==> config.mk <==
export PLATFORM = sky130hd
export DESIGN_NAME = avmm_mem_slave
export DESIGN_NICKNAME = d
export VERILOG_FILES = /design/src/rtl/avmm_mem_slave.sv
export SDC_FILE = /design/constraint.sdc
export NUM_CORES = 2
export LEC_CHECK = 0
export ABC_CLOCK_PERIOD_IN_PS = 36700
export BUFFER_PORTS_ARGS = -buffer_cell sky130_fd_sc_hd__buf_2
export CORE_MARGIN = 3
export CORE_UTILIZATION = 50
export CTS_CLUSTER_DIAMETER = 200
export DETAILED_ROUTE_END_ITERATION = 12
export PLACE_DENSITY = 0.62
export SYNTH_ARGS = -nofsm -noshare
export SYNTH_HDL_FRONTEND = slang
export SYNTH_SLANG_ARGS = --single-unit
export TNS_END_PERCENT = 1
==> constraint.sdc <==
create_clock -name clk -period 36.7 [get_ports clk]
set_input_delay 1.835 -clock clk [delete_from_list [all_inputs] [get_ports clk]]
set_output_delay 1.835 -clock clk [all_outputs]
set_load 0.02 [all_outputs]
==> src/rtl/avmm_mem_slave.sv <==
// Avalon-MM memory slave with fixed read latency, reset-initialised contents
// and a sticky error flag for simultaneous read/write requests.
module avmm_mem_slave #(
  parameter int DATA_WIDTH = 64,
  parameter int ADDR_WIDTH = 32,
  parameter int DEPTH      = 16,
  parameter int LATENCY    = 2
) (
  input  logic                  clk,
  input  logic                  rst,
  input  logic [ADDR_WIDTH-1:0] address,
  input  logic                  read,
  input  logic                  write,
  input  logic [DATA_WIDTH-1:0] writedata,
  output logic                  waitrequest,
  output logic                  readdatavalid,
  output logic [DATA_WIDTH-1:0] readdata,
  output logic                  err
);

  localparam int IDX_W  = (DEPTH > 1) ? $clog2(DEPTH) : 1;
  localparam int NBYTES = (DATA_WIDTH + 7) / 8;

  typedef enum logic [1:0] {
    IDLE,
    BUSY,
    RESP
  } state_t;

  state_t                state_q, state_d;
  logic [3:0]            cnt_q, cnt_d;
  logic [IDX_W-1:0]      idx_q, idx_d;
  logic                  in_range_q, in_range_d;
  logic [DATA_WIDTH-1:0] rdata_q, rdata_d;
  logic                  err_q, err_d;
  logic [DATA_WIDTH-1:0] mem_q [DEPTH];
  logic [DATA_WIDTH-1:0] mem_d [DEPTH];

  logic                  addr_in_range;
  logic [IDX_W-1:0]      addr_idx;

  // Byte b of word i powers up as (8*i + b + 1) mod 256.
  function automatic logic [DATA_WIDTH-1:0] init_word(input int i);
    logic [DATA_WIDTH-1:0] w;
    logic [7:0]            byte_v;
    w = '0;
    for (int b = 0; b < NBYTES; b++) begin
      byte_v = 8'((8 * i + b + 1) % 256);
      w      = w | (DATA_WIDTH'(byte_v) << (8 * b));
    end
    return w;
  endfunction

  assign addr_in_range = (address < ADDR_WIDTH'(DEPTH));
  assign addr_idx      = address[IDX_W-1:0];

  assign waitrequest   = rst | (state_q == BUSY);
  assign readdatavalid = (state_q == RESP);
  assign readdata      = rdata_q;
  assign err           = err_q;

  always_comb begin
    state_d    = state_q;
    cnt_d      = cnt_q;
    idx_d      = idx_q;
    in_range_d = in_range_q;
    rdata_d    = rdata_q;
    err_d      = err_q;
    mem_d      = mem_q;

    case (state_q)
      BUSY: begin
        if (cnt_q == 4'd0) begin
          state_d = RESP;
          rdata_d = in_range_q ? mem_q[idx_q] : '0;
        end else begin
          cnt_d = cnt_q - 4'd1;
        end
      end
      default: begin
        state_d = IDLE;
        if (read) begin
          // A simultaneous write is dropped; the read wins and the error sticks.
          idx_d      = addr_idx;
          in_range_d = addr_in_range;
          err_d      = err_q | write;
          if (LATENCY == 1) begin
            state_d = RESP;
            rdata_d = addr_in_range ? mem_q[addr_idx] : '0;
          end else begin
            state_d = BUSY;
            cnt_d   = (LATENCY > 1) ? 4'(LATENCY - 2) : 4'd0;
          end
        end else if (write && addr_in_range) begin
          mem_d[addr_idx] = writedata;
        end
      end
    endcase
  end

  always_ff @(posedge clk or posedge rst) begin
    if (rst) begin
      state_q    <= IDLE;
      cnt_q      <= '0;
      idx_q      <= '0;
      in_range_q <= 1'b0;
      rdata_q    <= '0;
      err_q      <= 1'b0;
      for (int i = 0; i < DEPTH; i++) begin
        mem_q[i] <= init_word(i);
      end
    end else begin
      state_q    <= state_d;
      cnt_q      <= cnt_d;
      idx_q      <= idx_d;
      in_range_q <= in_range_d;
      rdata_q    <= rdata_d;
      err_q      <= err_d;
      mem_q      <= mem_d;
    end
  end

endmodule

==> metrics.md <==
| Metric | Value |
|---|---|
| Syn. warnings | `0` |
| Netlist Area Pre-Place | `0.04985 mm²` |
| TNS Setup | `0 ns` |
| Vias in the first global route | `between 30,000 and 40,000` |
| Final Cycle Share | `13.83%` |
| Total GRT Usage | `24.79%` |
| Leakage | `0.02609 µW` |
| Row count | `115` |
| EDFF count, synth | `0` |
| Post-synth top cells | `998 x mux2_2, 651 x dfrtp_1, 449 x dfstp_2` |
| R2r setup slk | `31.93 ns` |
| Clock skew | `between 0.02 and 0.025 ns` |
| IO buf count | `between 150 and 200` |
| Share of layout cells above drive strength 1 | `67.56%` |
| Max Root-Sink Buffers | `3` |
| Initial Util | `50.57%` |
| Core footprint | `0.09856 mm²` |
| CP startpoint kind | `input pin` |
| Final net count | `3,204` |
| DR vias/cell | `6.099` |
| Vias | `27,441` |
| Reg-to-reg endpoint | `readdata[49]$_DFFE_PP0P_` |
| Final cell count without fillers | `~4,500` |
| Initial DRC count | `approximately 2,000` |
| Hold_buf cts | `0` |
| Period minus WS final | `approximately 5 ns` |
| Synth top area cells | `dfrtp_1 33%, dfstp_2 24%, mux2_2 23%` |
| Quantity of gates resized following cts | `0` |
| Worst-path clk slew | `0.06 ns` |
| Area leader, netlist | `dfrtp_1` |
| Drc violations | `0` |
| Largest net degree at the start of global routing | `180` |
| RSZ-0062 raised after global routing | `false` |
| Largest fanout on the critical path | `86` |
| Mapped Nets | `3,127` |
| Yosys reg bits | `1,100` |
| Worst-Skew Late Latency | `0.70 ns` |
| Main synth FF type | `dfrtp_1` |
| Sink Count | `1,100` |
| Fmax | `197.0 MHz` |
| Area Growth Syn to Fin | `11.25%` |
| Syn_area_per_cell | `between 15 and 20 µm²` |
| Synth Instances | `3,026` |
| Placed insts | `4,272` |
| Status | `complete, no violations` |
| First-pass GRT wire length | `193,400 µm` |
| Routed Wire Length | `126,500 µm` |
| H-tree levels | `3` |
| Peak supply drop | `slightly above 50 µV` |
| Top-count cell post-synth | `mux2_2` |
| Slew Limit Fails | `0` |
| Critical path capture point type | `asynchronous set/reset pin` |
| GR Overflow Total | `0` |
| Synth top area share | `32.68%` |
| Tightest Pin Transition | `1.147 ns` |
| Max_slew headroom | `23.51%` |
| Fill count | `7,647` |
| Library cells used by synthesis | `46` |
| Routed length per instance | `28.12 µm` |
| Sequential area share after synthesis | `56.35%` |
| Detailed Routing Iterations Pass 1 | `5` |
| Worst path required time | `between 30 and 40 ns` |
| Reg2Reg Depth | `6` |
| CTS Root Cell | `clkbuf_16` |
| Setup Buffers After CTS | `0` |
| Hold_sp | `err$_DFFE_PP0P_` |
| Initial antenna violation count | `12` |
| PD cells | `53.17 mW/mm²` |
| Hold path depth | `1` |
| Top-Level Pins | `167` |
| Arrival time at the worst endpoint | `between 5 and 6 ns` |
| HP Class | `reg -> reg` |
| Die ar. | `approximately 0.10 mm²` |
| GPL Wtd Cong | `roughly 0.75` |
| Asr flop ratio synth | `100.0%` |
| Die height | `~320 µm` |
| Endpoint, Worst Hold | `err$_DFFE_PP0P_` |
| CTS tree | `built` |
| Final hold violations | `0` |
| Setup violators final | `0` |
| CTS Buf Count | `116` |
| RR Startpoint | `idx_q[0]$_DFFE_PP0P_` |
| Hpwl dp | `68,590 µm` |
| Final ANT Viol Nets | `0` |
| Die width | `321.7 µm` |
| Worst Setup Path Type | `in -> async` |
| Max-cap viol count | `0` |
routing by layer:
metal  wire length (µm)  global-route usage (%)
met1              56220                   34.23
met2              63240                   42.13
met3               5005                   3.437
met4               2028                   5.383
met5                 27                       0
cell families (layout without fill, tap and decap cells):
family                   after synthesis  after routing  synth area share [%]
multiplexers                        1382           1382                 36.31
flip-flops                          1100           1100                 56.35
buffers and inverters                266            446                 3.115
AO/OA/AOI/OAI                        168            168                 2.641
AND/OR/NAND/NOR                      109            109                 1.554
adder cells (fa/ha/maj)                1              1               0.02510
other                                  0              6                     0
final cells by class:
type,instances,area [µm²],share of cell area [%]
inverters,6,30.03,0.05415
clock buffers,174,3441,6.205
multi-input cells,1660,20310,36.64
repair buffers,219,1254,2.261
diodes,6,15.01,0.02708
well taps,1287,1610,2.904
clock inverters,47,686.9,1.239
flip-flops and latches,1100,28100,50.67
state kept, by name (all words and copies together) (netlist names):
register,count
idx_q,4
in_range_q,1
cnt_q,4
mem_q,1024
err,1
state_q,2
readdata,64
through the flow:
stage               power [µW]  area, µm²  utilization [%]  worst slack (ns)  hold WS (ns)
CTS                       2988      55440            56.24             31.50        0.4630
finish                    2948      55450            56.26             31.62        0.4612
global route              3062      55440            56.24             31.07        0.4710
floorplan                 1584      49850                -             4.618        0.4587
detailed placement        1734      51310            52.06             30.76        0.4502
global placement          1729      51310            52.06             31.03        0.4466
worst max-delay path: stages:
cell and delay [ns]:
buf_2 0.13, inv_8 0.40, buf_4 0.86, buf_4 0.73
buf_4 0.71, buf_4 0.85
how the worst max path moves through the flow:
stage               from                        to  slack, ns  depth (start not counted)
CTS                  rst    mem_q[363]$_DFFE_PP0P_      31.50                          6
finish               rst  readdata[41]$_DFFE_PP0P_      31.62                          6
global placement     rst    mem_q[747]$_DFFE_PP0P_      31.03                          6
global route         rst    mem_q[363]$_DFFE_PP0P_      31.07                          6
detailed placement   rst    mem_q[747]$_DFFE_PP0P_      30.76                          6
floorplan            rst      cnt_q[0]$_DFFE_PP0P_       4.62                          1
power breakdown:
part	switching, µW	total [µW]	internal, µW
logic	292	453	161
clock network	490	1240	753
registers	30.2	1250	1220
total	812	2950	2140
cells in the final DEF, fill, tap and decap left out, types with 46 or more instances in the layout:
| cell type | netlist | layout |
|---|---|---|
| dfrtp_1 | 651 | 648 |
| mux4_2 | 222 | 222 |
| mux2_4 | 46 | 46 |
| buf_2 | 45 | 166 |
| mux2_2 | 998 | 998 |
| buf_4 | 15 | 51 |
| mux2i_1 | 107 | 107 |
| dfstp_2 | 449 | 449 |
| a22oi_1 | 56 | 56 |
| clkbuf_16 | 0 | 116 |
(Power assumes the default switching activity.)
